$ cat src/rtl/uart_tx_cfg.sv
// uart_tx_cfg: UART transmitter with configurable data width, parity and stop bits, LSB first.
// Define UART_TX_FIFO_EN to put a FIFO_DEPTH-entry transmit FIFO ahead of the shifter.
module uart_tx_cfg #(
    parameter int unsigned CLK_HZ     = 50_000_000,
    parameter int unsigned BAUD       = 115200,
    parameter int unsigned DATA_BITS  = 8,
    parameter int unsigned PARITY     = 0,
    parameter int unsigned STOP_BITS  = 1,
    parameter int unsigned FIFO_DEPTH = 4
) (
    input  logic                 i_Clk,
    input  logic                 i_Rst,
    input  logic                 i_fTx,
    input  logic [DATA_BITS-1:0] i_Data,
    output logic                 o_fReady,
    output logic                 o_fBusy,
    output logic                 o_fDone,
    output logic                 o_Tx
);

    localparam int unsigned DIV = CLK_HZ / BAUD;
    localparam int unsigned CW  = $clog2(DIV);
    localparam int unsigned BW  = $clog2(DATA_BITS);

    localparam logic [CW-1:0] CNT_LAST  = CW'(DIV - 1);
    localparam logic [CW-1:0] CNT_PRE   = CW'(DIV - 2);
    localparam logic [BW-1:0] BIT_LAST  = BW'(DATA_BITS - 1);
    localparam logic          STOP_LAST = 1'(STOP_BITS - 1);

    generate
        if (DIV < 2 || DATA_BITS < 5 || DATA_BITS > 9 || PARITY > 2 ||
            STOP_BITS < 1 || STOP_BITS > 2 || FIFO_DEPTH < 2 ||
            (FIFO_DEPTH & (FIFO_DEPTH - 1)) != 0) begin : g_bad_params
            $error("uart_tx_cfg: illegal parameter combination");
        end
    endgenerate

    typedef enum logic [2:0] {
        S_IDLE,
        S_START,
        S_DATA,
        S_PARITY,
        S_STOP
    } state_t;

    state_t                 state;
    logic [CW-1:0]          cnt;
    logic [BW-1:0]          bit_idx;
    logic                   stop_idx;
    logic [DATA_BITS-1:0]   shifter;
    logic                   par_bit;
    logic                   tx_q;
    logic                   done_q;

    logic                   bit_tick;
    logic                   frame_end;
    logic                   start;
    logic [DATA_BITS-1:0]   head;

    assign bit_tick  = (cnt == CNT_LAST);
    assign frame_end = (state == S_STOP) && bit_tick && (stop_idx == STOP_LAST);

`ifdef UART_TX_FIFO_EN
    localparam int unsigned AW = $clog2(FIFO_DEPTH);

    logic [DATA_BITS-1:0] mem [FIFO_DEPTH];
    logic [AW-1:0]        rd_ptr;
    logic [AW-1:0]        wr_ptr;
    logic [AW:0]          count;
    logic                 empty;
    logic                 full;
    logic                 can_start;
    logic                 pop;
    logic                 push;
    logic                 accept;

    assign empty     = (count == '0);
    assign full      = (count == (AW + 1)'(FIFO_DEPTH));
    assign can_start = (state == S_IDLE) || frame_end;
    assign pop       = can_start && !empty;
    assign o_fReady  = !full || pop;
    assign accept    = i_fTx && o_fReady;
    assign start     = can_start && (!empty || accept);
    // An accepted word meeting an empty FIFO on a start edge goes straight to the shifter.
    assign push      = accept && !(can_start && empty);
    assign head      = empty ? i_Data : mem[rd_ptr];

    always_ff @(posedge i_Clk) begin
        if (push) begin
            mem[wr_ptr] <= i_Data;
        end
    end

    always_ff @(posedge i_Clk) begin
        if (i_Rst) begin
            rd_ptr <= '0;
            wr_ptr <= '0;
            count  <= '0;
        end else begin
            if (push) begin
                wr_ptr <= wr_ptr + AW'(1);
            end
            if (pop) begin
                rd_ptr <= rd_ptr + AW'(1);
            end
            case ({push, pop})
                2'b10:   count <= count + (AW + 1)'(1);
                2'b01:   count <= count - (AW + 1)'(1);
                default: count <= count;
            endcase
        end
    end
`else
    assign o_fReady = (state == S_IDLE);
    assign start    = i_fTx && o_fReady;
    assign head     = i_Data;
`endif

    always_ff @(posedge i_Clk) begin
        if (i_Rst) begin
            state    <= S_IDLE;
            cnt      <= '0;
            bit_idx  <= '0;
            stop_idx <= 1'b0;
            shifter  <= '0;
            par_bit  <= 1'b0;
            tx_q     <= 1'b1;
            done_q   <= 1'b0;
        end else begin
            // Registered pulse: raised one edge early so it covers the last stop-bit cycle.
            done_q <= (state == S_STOP) && (stop_idx == STOP_LAST) && (cnt == CNT_PRE);
            if (start) begin
                state    <= S_START;
                cnt      <= '0;
                bit_idx  <= '0;
                stop_idx <= 1'b0;
                shifter  <= head;
                par_bit  <= (PARITY == 1) ? ~^head : ^head;
                tx_q     <= 1'b0;
            end else begin
                case (state)
                    S_IDLE: begin
                        tx_q <= 1'b1;
                        cnt  <= '0;
                    end
                    S_START: begin
                        if (bit_tick) begin
                            state   <= S_DATA;
                            cnt     <= '0;
                            tx_q    <= shifter[0];
                            shifter <= shifter >> 1;
                        end else begin
                            cnt <= cnt + CW'(1);
                        end
                    end
                    S_DATA: begin
                        if (bit_tick) begin
                            cnt <= '0;
                            if (bit_idx == BIT_LAST) begin
                                if (PARITY != 0) begin
                                    state <= S_PARITY;
                                    tx_q  <= par_bit;
                                end else begin
                                    state <= S_STOP;
                                    tx_q  <= 1'b1;
                                end
                            end else begin
                                bit_idx <= bit_idx + BW'(1);
                                tx_q    <= shifter[0];
                                shifter <= shifter >> 1;
                            end
                        end else begin
                            cnt <= cnt + CW'(1);
                        end
                    end
                    S_PARITY: begin
                        if (bit_tick) begin
                            state <= S_STOP;
                            cnt   <= '0;
                            tx_q  <= 1'b1;
                        end else begin
                            cnt <= cnt + CW'(1);
                        end
                    end
                    S_STOP: begin
                        if (bit_tick) begin
                            cnt <= '0;
                            if (stop_idx == STOP_LAST) begin
                                state <= S_IDLE;
                                tx_q  <= 1'b1;
                            end else begin
                                stop_idx <= 1'b1;
                            end
                        end else begin
                            cnt <= cnt + CW'(1);
                        end
                    end
                    default: begin
                        state <= S_IDLE;
                        tx_q  <= 1'b1;
                    end
                endcase
            end
        end
    end

    assign o_fBusy = (state != S_IDLE);
    assign o_fDone = done_q;
    assign o_Tx    = tx_q;

endmodule

$ cat config.mk
export PLATFORM = sky130hd
export DESIGN_NAME = uart_tx_cfg
export DESIGN_NICKNAME = d
export VERILOG_FILES = /design/src/rtl/uart_tx_cfg.sv
export SDC_FILE = /design/constraint.sdc
export NUM_CORES = 1
export LEC_CHECK = 0
export CORE_MARGIN = 1.5
export CORE_UTILIZATION = 61
export CTS_CLUSTER_DIAMETER = 150
export CTS_CLUSTER_SIZE = 28
export DETAILED_ROUTE_END_ITERATION = 10
export DONT_BUFFER_PORTS = 1
export MAX_ROUTING_LAYER = met4
export PLACE_DENSITY = 0.74
export SKIP_CTS_REPAIR_TIMING = 1
export SLEW_MARGIN = 20
export SYNTH_ARGS = -nofsm -noshare
export SYNTH_HDL_FRONTEND = slang
export SYNTH_SLANG_ARGS = --single-unit
$ cat constraint.sdc
create_clock -name i_Clk -period 2.12 [get_ports i_Clk]
set_input_delay 0.318 -clock i_Clk [delete_from_list [all_inputs] [get_ports i_Clk]]
set_output_delay 0.318 -clock i_Clk [all_outputs]
set_load 0.02 [all_outputs]
==> flow_metrics.env, run 1 <==
export IMPL_synth_sequential_area_ratio=0.3653
export IMPL_routed_wl_um=2681
export IMPL_worst_r2r_endpoint="cnt[5]"
export IMPL_drv_slew=0
export IMPL_r2r_worst_path_cells=4
export IMPL_crit_required_ns=2.38
export IMPL_cp_arrival_ns=2.20
export IMPL_start_util=0.6710
export IMPL_fin_crit_ns=1.948
export IMPL_clock_sinks=25
export IMPL_grt_use_total=0.2437
export IMPL_endpoint="cnt[5]"
export IMPL_worstPathMaxFanout=11
export IMPL_rsz0062_at_grt="no"
export IMPL_vias_per_cell=6.055
export IMPL_synthesis_nets=173
export IMPL_hold_violations=0
export IMPL_use_met3=0.03869
export IMPL_async_reset_ff_frac=0
export IMPL_io_pins=15
export IMPL_finalSetupViolations=0
export IMPL_tightest_slew_ns=0.5498
export IMPL_clock_fmax_mhz=513.4
export IMPL_avgSynthCellArea_um2=8.727
export IMPL_globalRouteOverflowTotal=0
export IMPL_r2r_start="state[2]"
export IMPL_timing_setup_tns_ns=0
export IMPL_clk_pin_slew_worst_paths_ns=0.14
export IMPL_cp_slowest_cell="dfxtp_1"
export IMPL_rrSetupSlack_ns=0.17
export IMPL_clockBufferDepth=2
export IMPL_yosysUniqueCellTypes=41
export IMPL_nets=173
export IMPL_finalClockSkew_ns=0.003580
export IMPL_hp_class="input port to flop"
export IMPL_place_hpwl_um=2043
export IMPL_ys_ff_latch=25
export IMPL_p_leak_nw=0.5361
export IMPL_grt_max_degree=21
export IMPL_cp_num_cells=4
export IMPL_grt_met2_usage=0.3355
export IMPL_drv_cap=0
export IMPL_first_iter_violations=32
export IMPL_antenna_left=0
export IMPL_place_congestion=0.8718
export IMPL_crit_family="simple AND/OR/NAND/NOR gates"
export IMPL_clk_latency_ns=0.32
export IMPL_yosysWarnings=0
export IMPL_cp_end_kind="flop"
export IMPL_p_per_area_nw_per_um2=577.8
export IMPL_drc=0
export IMPL_wl_per_cell_um=14.65
export IMPL_die_h_um=50.39
export IMPL_synth_edf_count=0
export IMPL_area_delta_synth_final_pct=3.105
export IMPL_slowest_delay_ns=0.66
export IMPL_ir_drop_mv=0.4815
export IMPL_io_buffers=0
export IMPL_drive_above_1_share=0.1154
export IMPL_root_buffer="clkbuf_4"
export IMPL_first_global_vias=987
export IMPL_core_area_um2=2042
export IMPL_status="complete, no violations"
export IMPL_cts_max_level=1
export IMPL_die_area_um2=2539
export IMPL_stdcell_area_um2=1413
export IMPL_crit_path_cell_trace="nor3_1 -> or3_1 -> or4_1 -> o211ai_2"
export IMPL_start_kind="flop"
export IMPL_slew_headroom=0.6319
export IMPL_die_w_um=50.39
export IMPL_gr_usage_met1=0.3686
export IMPL_netlist_area_um2=1370
export IMPL_diodes=0
export IMPL_rows=16
export IMPL_firstDrtPassIters=4
export IMPL_antenna_found_initial=0
export IMPL_cts_tree="yes"
export IMPL_critPathKind="flop to flop"
export IMPL_synth_cells=157
export IMPL_synth_flop_cell="dfxtp_1"
export IMPL_numCtsBuffers=3
export IMPL_final_period_utilization=0.9188
export IMPL_startpoint="state[2]"
export IMPL_grt_pass1_wl_um=4588
export IMPL_num_vias=1108
export IMPL_dpl_cell_area_um2=1380
export IMPL_grt_busiest_layer="met1"
export IMPL_cp_buffers_inverters=0
==> state kept, by name, summed over array words and instances, names as in the netlist <==
register and flops:
state 3, o_Tx 1, shifter 8, cnt 9, bit_idx 3, o_fDone 1
==> how the worst min path moves through the flow <==
| stage | from | to | slack, ns | cells after the start |
|---|---|---|---|---|
| 4_1_cts | i_Rst | state[0] | 0.04 | 1 |
| 3_5_place_dp | i_Rst | state[0] | 0.39 | 1 |
| 6_report | i_Rst | shifter[7] | 0.05 | 1 |
| 5_1_grt | i_Rst | state[0] | 0.03 | 1 |
| 2_1_floorplan | shifter[7] | shifter[7] | 0.44 | 2 |
| 3_3_place_gp | i_Rst | state[0] | 0.39 | 1 |
==> stage by stage <==
| stage | std cells | utilization | total power (W) | setup WS (ns) | hold slack, ns |
|---|---|---|---|---|---|
| after CTS | 183 | 0.6893 | 0.0008212 | 0.09383 | 0.03571 |
| after detailed placement | 179 | 0.6759 | 0.0006102 | 0.1153 | 0.3934 |
| after floorplan | 157 | - | 0.0005944 | 0.3319 | 0.4442 |
| after global routing | 183 | 0.6918 | 0.0008575 | 0.03107 | 0.02702 |
| after global placement | 179 | 0.6759 | 0.0006062 | 0.1119 | 0.3913 |
| final | 183 | 0.6918 | 0.0008163 | 0.1721 | 0.05269 |
==> logic make-up after synthesis <==
kind of cell,Yosys count,share of synthesized area
AOI/OAI and AO/OA,23,0.1187
xor gates and xnor gates,3,0.01918
adders and majority gates,6,0.05297
buffers and inverters,14,0.05297
DFF,25,0.3653
muxes,4,0.02922
and+or+nand+nor,82,0.3617
==> cells in the mapped netlist, drive strengths merged (2+ instances only) <==
library cell	number	area (um2)
or2	3	18.77
and4	2	17.52
nor3b	6	45.04
nor4b	3	71.32
nand2b	2	12.51
ha	5	62.56
clkbuf	2	7.510
nor3	11	55.05
xor2	2	17.52
and3	3	18.77
nor2	16	60.06
o21a	2	15.01
o211ai	3	32.53
dfxtp	25	500.5
nand3	7	35.03
buf	7	46.29
nor4	8	50.05
a211oi	3	22.52
or3	2	12.51
nand2	11	41.29
o21ai	5	25.02
inv	5	18.77
a21oi	4	20.02
mux2i	4	40.04
nand4	3	18.77
or4	2	18.77
==> cell usage in the layout (no fill, tap or decap), drive strengths merged, types with 3 or more instances in the layout <==
master | synthesis | layout
dfxtp | 25 | 25
nor2 | 16 | 16
nor3 | 11 | 11
nand2 | 11 | 11
nor4 | 8 | 8
nand3 | 7 | 7
nor3b | 6 | 6
inv | 5 | 5
o21ai | 5 | 5
ha | 5 | 5
mux2i | 4 | 4
a21oi | 4 | 4
buf | 7 | 4
nor4b | 3 | 3
and3 | 3 | 3
nand4 | 3 | 3
or2 | 3 | 3
clkbuf | 2 | 3
a211oi | 3 | 3
o211ai | 3 | 3
==> per-layer routing <==
| layer | up-vias | part of all wire |
|---|---|---|
| li1 | 577 | - |
| met1 | 498 | 0.53 |
| met2 | 29 | 0.42 |
| met3 | 4 | 0.037 |
| met4 | 0 | 0.011 |
| met5 | - | 0 |
==> power breakdown <==
group | total [W] | internal [W] | switching, W
combinational | 0.0000907 | 0.0000395 | 0.0000512
sequential | 0.000511 | 0.000490 | 0.0000209
clock | 0.000215 | 0.0000706 | 0.000144
==> final cells by class <==
type                    instances  area (um2)
multi-input cells             118       802.0
inverters                       5       18.77
repair buffers                  4       30.03
clock inverters                 1       5.005
flip-flops and latches         25       500.5
fillers                       171       629.4
well taps                      27       33.78
clock buffers                   3       22.52
Power figures use the tool's default switching activity.
==> run 2: changes to the inputs <==
- CORE_UTILIZATION: 61 -> 65
- CTS_BUF_LIST: default -> sky130_fd_sc_hd__clkbuf_2 sky130_fd_sc_hd__clkbuf_4 sky130_fd_sc_hd__clkbuf_8
- PLACE_DENSITY: 0.74 -> 0.78
- SKIP_LAST_GASP: default -> 1
- TNS_END_PERCENT: default -> 50
==> run 2 against run 1 <==
- register-to-register slack barely moved
- hold slack got worse by 0.0079 ns
- global-route usage rose by 0.65 points
- first-iteration DRC count fell by 31%
- final cell count did not move
- total power rose by 0.74%
- die area fell by 5.8%
- flip-flop and latch count did not move
- sequential power barely moved
- count of clock-buffer cells in the layout rose by 1
- critical endpoint is now cnt[7]
- largest cell class unchanged
==> flow_metrics.env, run 2 (synthesis results as in run 1) <==
export IMPL_numCtsBuffers=3
export IMPL_die_h_um=48.91
export IMPL_rsz0062_at_grt="no"
export IMPL_grt_max_degree=21
export IMPL_vias_per_cell=6.060
export IMPL_start_kind="flop"
export IMPL_finalSetupViolations=0
export IMPL_largest_reg_flops=9
export IMPL_internal_power_w=0.0006141
export IMPL_nets=173
export IMPL_die_area_um2=2392
export IMPL_largest_register="cnt"
export IMPL_clockBufferDepth=2
export IMPL_start_util=0.6913
export IMPL_dp_cells=179
export IMPL_final_common_cell="dfxtp_1"
export IMPL_hold_violations=0
export IMPL_holdWs_ns=0.04482
export IMPL_final_cell_mix="25 x dfxtp_1, 16 x nor2_1, 11 x nor3_1, 11 x nand2_1, 8 x nor4_1"
export IMPL_worstPathMaxFanout=8
export IMPL_p_switching_w=0.0002081
export IMPL_pwr_share_seq=0.620
export IMPL_io_pins=15
export IMPL_final_period_utilization=0.9149
export IMPL_grt_use_total=0.2502
export IMPL_fin_crit_ns=1.940
export IMPL_globalRouteOverflowTotal=0
export IMPL_rows=16
export IMPL_stdcell_area_um2=1415
export IMPL_routed_wl_um=2622
export IMPL_timing_setup_tns_ns=0
export IMPL_hp_class="input port to flop"
export IMPL_dpl_cell_area_um2=1380
export IMPL_drive_above_1_share=0.1154
export IMPL_tightest_slew_ns=0.5446
export IMPL_place_hpwl_um=1955
export IMPL_drv_cap=0
export IMPL_clock_sinks=25
export IMPL_clock_fmax_mhz=515.6
export IMPL_wl_per_cell_um=14.33
export IMPL_power_w=0.0008223
export IMPL_pwr_share_comb=0.106
export IMPL_grt_pass1_wl_um=4602
export IMPL_diodes=0
export IMPL_drv_slew=0
export IMPL_antenna_left=0
export IMPL_critPathKind="flop to flop"
export IMPL_status="complete, no violations"
export IMPL_clk_pin_slew_worst_paths_ns=0.13
export IMPL_slew_headroom=0.6356
export IMPL_num_vias=1109
export IMPL_root_buffer="clkbuf_4"
export IMPL_die_w_um=48.91
export IMPL_p_per_area_nw_per_um2=581.1
export IMPL_cp_end_kind="flop"
export IMPL_place_congestion=0.8264
export IMPL_cp_arrival_ns=2.20
export IMPL_layout_cells_non_filler=183
export IMPL_p_clk_frac=0.274
export IMPL_io_buffers=0
export IMPL_p_sw_frac=0.2531
export IMPL_core_area_um2=1982
export IMPL_p_leak_nw=0.5373
export IMPL_first_global_vias=1073
export IMPL_first_iter_violations=22
export IMPL_ir_drop_mv=0.4717
export IMPL_area_delta_synth_final_pct=3.288
export IMPL_firstDrtPassIters=5
export IMPL_top_regs="cnt x9, shifter x8"
export IMPL_antenna_found_initial=0
export IMPL_cts_max_level=1
export IMPL_clk_latency_ns=0.32
export IMPL_cts_tree="yes"
export IMPL_crit_required_ns=2.38
export IMPL_finalClockSkew_ns=0.005154
export IMPL_drc=0
[run 2: stage by stage]
stage            util  worst slack [ns]
2_1_floorplan       -            0.3319
3_3_place_gp   0.6963            0.2251
3_5_place_dp   0.6963            0.1395
4_1_cts        0.7115            0.1092
5_1_grt        0.7140           0.06087
6_report       0.7140            0.1805
[run 2: worst paths after layout]
path	cells past startpoint	start	to	slack, ns
max reg2reg	6	cnt[1]	cnt[7]	0.18
max	6	cnt[1]	cnt[7]	0.18
min reg2reg	2	shifter[7]	shifter[7]	0.48
min	1	i_Rst	cnt[1]	0.04
[run 2: area by class of cell]
cell class	count	area (um2)
Clock buffer	4	30.03
Multi-Input combinational cell	118	802.0
Tap cell	27	33.78
Fill cell	159	566.8
Timing Repair Buffer	4	30.03
Inverter	5	18.77
Sequential cell	25	500.5
[run 2: metal layers]
layer / share of wire / global-route usage
met1: 0.45 / 0.2908
met2: 0.51 / 0.4315
met3: 0.029 / 0.03681
met4: 0.015 / 0.1048
met5: 0 / -
[run 2: critical path, stage by stage (launching register included)]
cell	delay, ns
dfxtp_1	0.39
inv_1	0.09
ha_1	0.20
and4_1	0.24
and2_0	0.31
or4_4	0.57
o211ai_2	0.08
[run 2: power groups by stage]
stage	sequential [W]	clock, W	combinational [W]
detailed placement	0.000520	0	0.0000864
global route	0.000513	0.000250	0.0000975
finish	0.000510	0.000225	0.0000868
CTS	0.000510	0.000234	0.0000867
global placement	0.000519	0	0.0000836
floorplan	0.000512	0	0.0000822
==> edit 1 (settings of run 1) <==
`PARITY`: 0 -> 1.
--- a/src/rtl/uart_tx_cfg.sv
+++ b/src/rtl/uart_tx_cfg.sv
@@ -4,7 +4,7 @@
     parameter int unsigned CLK_HZ     = 50_000_000,
     parameter int unsigned BAUD       = 115200,
     parameter int unsigned DATA_BITS  = 8,
-    parameter int unsigned PARITY     = 0,
+    parameter int unsigned PARITY     = 1,
     parameter int unsigned STOP_BITS  = 1,
     parameter int unsigned FIFO_DEPTH = 4
 ) (
Behaviour: same outputs for any inputs over 10 cycles, from zero or initial values and one cycle with i_Rst high; that may be too few to reach the edited logic, so the function may still have changed.
==> edit 1 against run 1 <==
- worst hold slack improved by 0.0048 ns
- synthesized area increased by 4.7%
- die area increased by 4.4%
- combinational power increased by 8.2%
- design area increased by 3.4%
- utilization decreased by 3.2 points
- sequential cell count increased by 1
- count of clock-buffer cells in the layout unchanged
- synthesized cell count increased by 0.64%
- cell count unchanged
- routed wire length increased by 4.7%
- power increased by 1.6%
- clock power decreased by 7%
- worst setup slack improved by 0.032 ns
- critical path type is now reg -> out
- largest cell class unchanged
- largest power group unchanged
==> edit 1: results (changes against run 1) <==
run_status:
  status: "finished clean"
global_route:
  grtUsageMet2_pct: 36.75  # +3.2 points
  first_global_vias: 1067  # +8.1%
  initial_antenna_violation_count: 0  # unchanged
  grt_pass1_wl_um: 4705  # +2.6%
  grt_util_met3_pct: 3.216  # -0.65 points
  globalRouteOverflowTotal: 0  # unchanged
  grtUsageTotal_pct: 23.90  # -0.47 points
  met1_usage_pct: 32.30  # -4.6 points
placed_design:
  detailed_place_hpwl_um: 2027  # -0.78%
  dpl_worst_slack_ns: 0.2966  # +0.1812 ns
  finalWeightedCongestion: 0.7564  # -13%
layout:
  max_flop_register: "cnt"
  final_layout_size_suffix_gt1_share_pct: 10.97  # -0.57 points
  antenna_cells: 0  # unchanged
  top_flop_regs: "cnt: 9 flops, shifter: 8 flops"
drt:
  post_drt_via_cell_ratio: 6.098  # +0.72%
  wire_per_inst_um: 15.33  # +4.7%
  detail_route.drc_violations: 0  # unchanged
  detailedRoute.firstIterationViolations: 27  # -16%
sta:
  timing.setup.tns_ns: 0  # unchanged
  fin_skew_ns: 0.002203  # -0.001377 ns
  max-slew-margin-rel_pct: 62.70  # -0.49 points
power_and_ir_drop:
  p_leak_uw: 0.0005410  # +0.92%
  switching_share_pct: 25.16  # -1.3 points
  worst_ir_drop_vdd_uv: 402.2  # -16%
critical_path:
  critPathSlowestCell: "sky130_fd_sc_hd__nor3_2"
  crit_path_max_incr_delay_ns: 0.55  # -0.11 ns
  worst-path-max-fanout: 12  # +1
synth:
  synthTopCellsByArea: "sky130_fd_sc_hd__dfxtp_1, sky130_fd_sc_hd__xor2_1, sky130_fd_sc_hd__nor2_1, sky130_fd_sc_hd__ha_1, sky130_fd_sc_hd__a211oi_1"
  yosysWarnings: 0  # unchanged
  async_flop_share_pct: 0  # unchanged
  synth_cell_types: 43  # +4.9%
  synthTopCellsByCount: "sky130_fd_sc_hd__dfxtp_1, sky130_fd_sc_hd__nor2_1, sky130_fd_sc_hd__nand2_1"
  fraction_of_the_yosys_area_taken_by_sequential_cells_pct: 36.30  # -0.23 points
cts:
  clkSlewWorstSetupHoldPaths_ns: 0.13
  clock_insertion_delay_at_the_later_pin_of_the_skew_report_ns: 0.31
  cts_buffers: 3  # unchanged
## edit 1: worst reg2reg max path: stages (launching register included)
cell and delay [ns]:
sky130_fd_sc_hd__dfxtp_1 0.50, sky130_fd_sc_hd__nor3_2 0.56, sky130_fd_sc_hd__nand2_1 0.37, sky130_fd_sc_hd__o31ai_1 0.35
## edit 1: per-layer routing
layer	wire length (um)	up-vias
met5	0	-
met4	21	0
met3	90	2
met2	1306	27
met1	1388	522
li1	-	565
## edit 1: logic make-up (layout without fill, tap and decap cells)
logic type,count (synthesis),after routing,share of synthesized area (%)
AOI/OAI and AO/OA,35,35,18.76
DFF,26,26,36.30
xor gates and xnor gates,14,14,8.552
buffers and inverters,13,10,4.537
muxes,3,3,2.094
and+or+nand+nor,62,62,25.39
adders and majority gates,5,5,4.363
## edit 1: path summary, 6_finish.rpt
path              cells after the start                     from  slack [ns]                       to
hold / removal                        1                    i_Rst        0.06  shifter[7]$_SDFFE_PP0P_
hold reg to reg                       2  shifter[2]$_SDFFE_PP0P_        0.47  shifter[2]$_SDFFE_PP0P_
setup / recovery                      2    state[0]$_SDFFE_PP0P_        0.20                  o_fBusy
setup reg to reg                      3    state[0]$_SDFFE_PP0P_        0.26     par_bit$_SDFFE_PP0P_
## edit 1: power by group through the flow
stage          Combinational (uW)  Sequential, uW  Clock, uW
2_1_floorplan                95.9             533          0
3_3_place_gp                 94.0             540          0
3_5_place_dp                 97.0             542          0
4_1_cts                      97.3             531        208
5_1_grt                       109             534        225
6_report                     98.1             531        200
## edit 1: cell type report
type,instances,area [um^2]
multi-input combinational,119,848.3
clock buffer,3,22.52
tap,28,35.03
fill,194,752.0
timing repair buffer,2,15.01
sequential,26,520.5
inverter,5,18.77
## edit 1: per-stage QoR
| stage | total power, uW | cell area, um^2 | hold slack (ns) | utilization (%) | instances |
|---|---|---|---|---|---|
| final | 829.2 | 1460 | 0.05744 | 66.01 | 183 |
| after global routing | 867.6 | 1460 | 0.03930 | 66.01 | 183 |
| after CTS | 836.1 | 1460 | 0.04603 | 66.01 | 183 |
| after detailed placement | 638.8 | 1438 | 0.3922 | 64.99 | 180 |
| after global placement | 634.3 | 1438 | 0.3897 | 64.99 | 180 |
| after floorplan | 628.9 | 1434 | 0.4375 | - | 158 |
==> edit 2 (flow settings as in run 1) <==
Without the edit above. Re-encode `state_t` (5 states) as one-hot, 5 bits wide.
--- a/src/rtl/uart_tx_cfg.sv
+++ b/src/rtl/uart_tx_cfg.sv
@@ -35,12 +35,12 @@
         end
     endgenerate
 
-    typedef enum logic [2:0] {
-        S_IDLE,
-        S_START,
-        S_DATA,
-        S_PARITY,
-        S_STOP
+    typedef enum logic [4:0] {
+        S_IDLE   = 5'b00001,
+        S_START  = 5'b00010,
+        S_DATA   = 5'b00100,
+        S_PARITY = 5'b01000,
+        S_STOP   = 5'b10000
     } state_t;
 
     state_t                 state;
Check against the original RTL: no difference found for any inputs over 10 cycles, from zero or initial values and one cycle with i_Rst high; not proved beyond that.
==> edit 2 against run 1 <==
- the run now ends with negative setup slack left
- sequential share of layout area down 5.0 points
- non-clock buffer count rose by 12
- synthesized area increased by 12%
- combinational power increased by 51%
- design area up 22%
- sequential cell count is 1 higher
- power is 23% higher
- die area rose by 11%
- worst setup slack got worse by 0.19 ns
- worst hold slack worse by 0.021 ns
- routed wire length grew 28%
- highest routed layer unchanged
==> edit 2: results (changes against run 1) <==
run_status:
  status: "finished with violations"
  violations: "negative setup slack"
drt:
  finalWirelength_um: 3428  # +28%
  wl_met1_um: 1600  # +13%
  detailedRoute.firstIterationViolations: 55  # +72%
  dr_wl_met2_um: 1614  # +42%
placed_design:
  detailed_place_hpwl_um: 2275  # +11%
  dpl_worst_slack_ns: -0.02606  # -0.1414 ns
synth:
  xor_xnor_share_of_the_synthesized_area_pct: 2.291  # +0.37 points
  yosys-mux-area-fraction_pct: 1.964  # -0.96 points
  fraction_of_the_yosys_area_taken_by_sequential_cells_pct: 34.04  # -2.5 points
  synth_adder_area_share_pct: 4.092  # -1.2 points
  synthTopCellsByArea: "sky130_fd_sc_hd__dfxtp_1, sky130_fd_sc_hd__nand2_1, sky130_fd_sc_hd__nand4b_1, sky130_fd_sc_hd__nand3_1, sky130_fd_sc_hd__ha_1"
critical_path:
  critPathSlowestCell: "sky130_fd_sc_hd__a2111o_2"
  worstRegToRegCells: 7  # +3
  crit_path_max_incr_delay_ns: 0.49  # -0.17 ns
layout:
  multi_input_area_share_pct: 55.79  # -0.99 points
  seq_area_share_pct: 30.44  # -5.0 points
  non_clock_buffer_area_share_pct: 7.356  # +5.2 points
  multi_input_comb_area_um2: 958.4  # +20%
  final_layout_size_suffix_gt1_share_pct: 20.97  # +9.4 points
  fin_nets: 203  # +17%
sta:
  worst_slack_ns: -0.01784  # -0.1899 ns
  setup_violations: 2  # +2
global_route:
  grtUsageMet2_pct: 40.63  # +7.1 points
  first_global_vias: 1134  # +15%
  grtUsageTotal_pct: 25.60  # +1.2 points
  met1_usage_pct: 33.22  # -3.6 points
  grt_max_degree: 22  # +4.8%
power_and_ir_drop:
  power.share.combinational_pct: 13.7  # +2.6 points
[edit 2: worst paths after layout]
kind,start,to,slack [ns]
setup / recovery,bit_idx[0]$_SDFFE_PP0P_,shifter[5]$_SDFFE_PP0P_,-0.02
hold / removal,i_Rst,state[1]$_SDFFE_PP0P_,0.03
hold reg to reg,shifter[7]$_SDFFE_PP0P_,shifter[7]$_SDFFE_PP0P_,0.49
setup reg to reg,bit_idx[0]$_SDFFE_PP0P_,shifter[5]$_SDFFE_PP0P_,-0.02
[edit 2: kinds of logic (layout without fill, tap and decap cells)]
group | count (synthesis) | count (layout)
compound gates | 44 | 44
xor+xnor | 4 | 4
fa+ha+maj | 5 | 5
buf+inv | 20 | 26
flops | 26 | 26
mux | 3 | 3
simple gates | 78 | 78
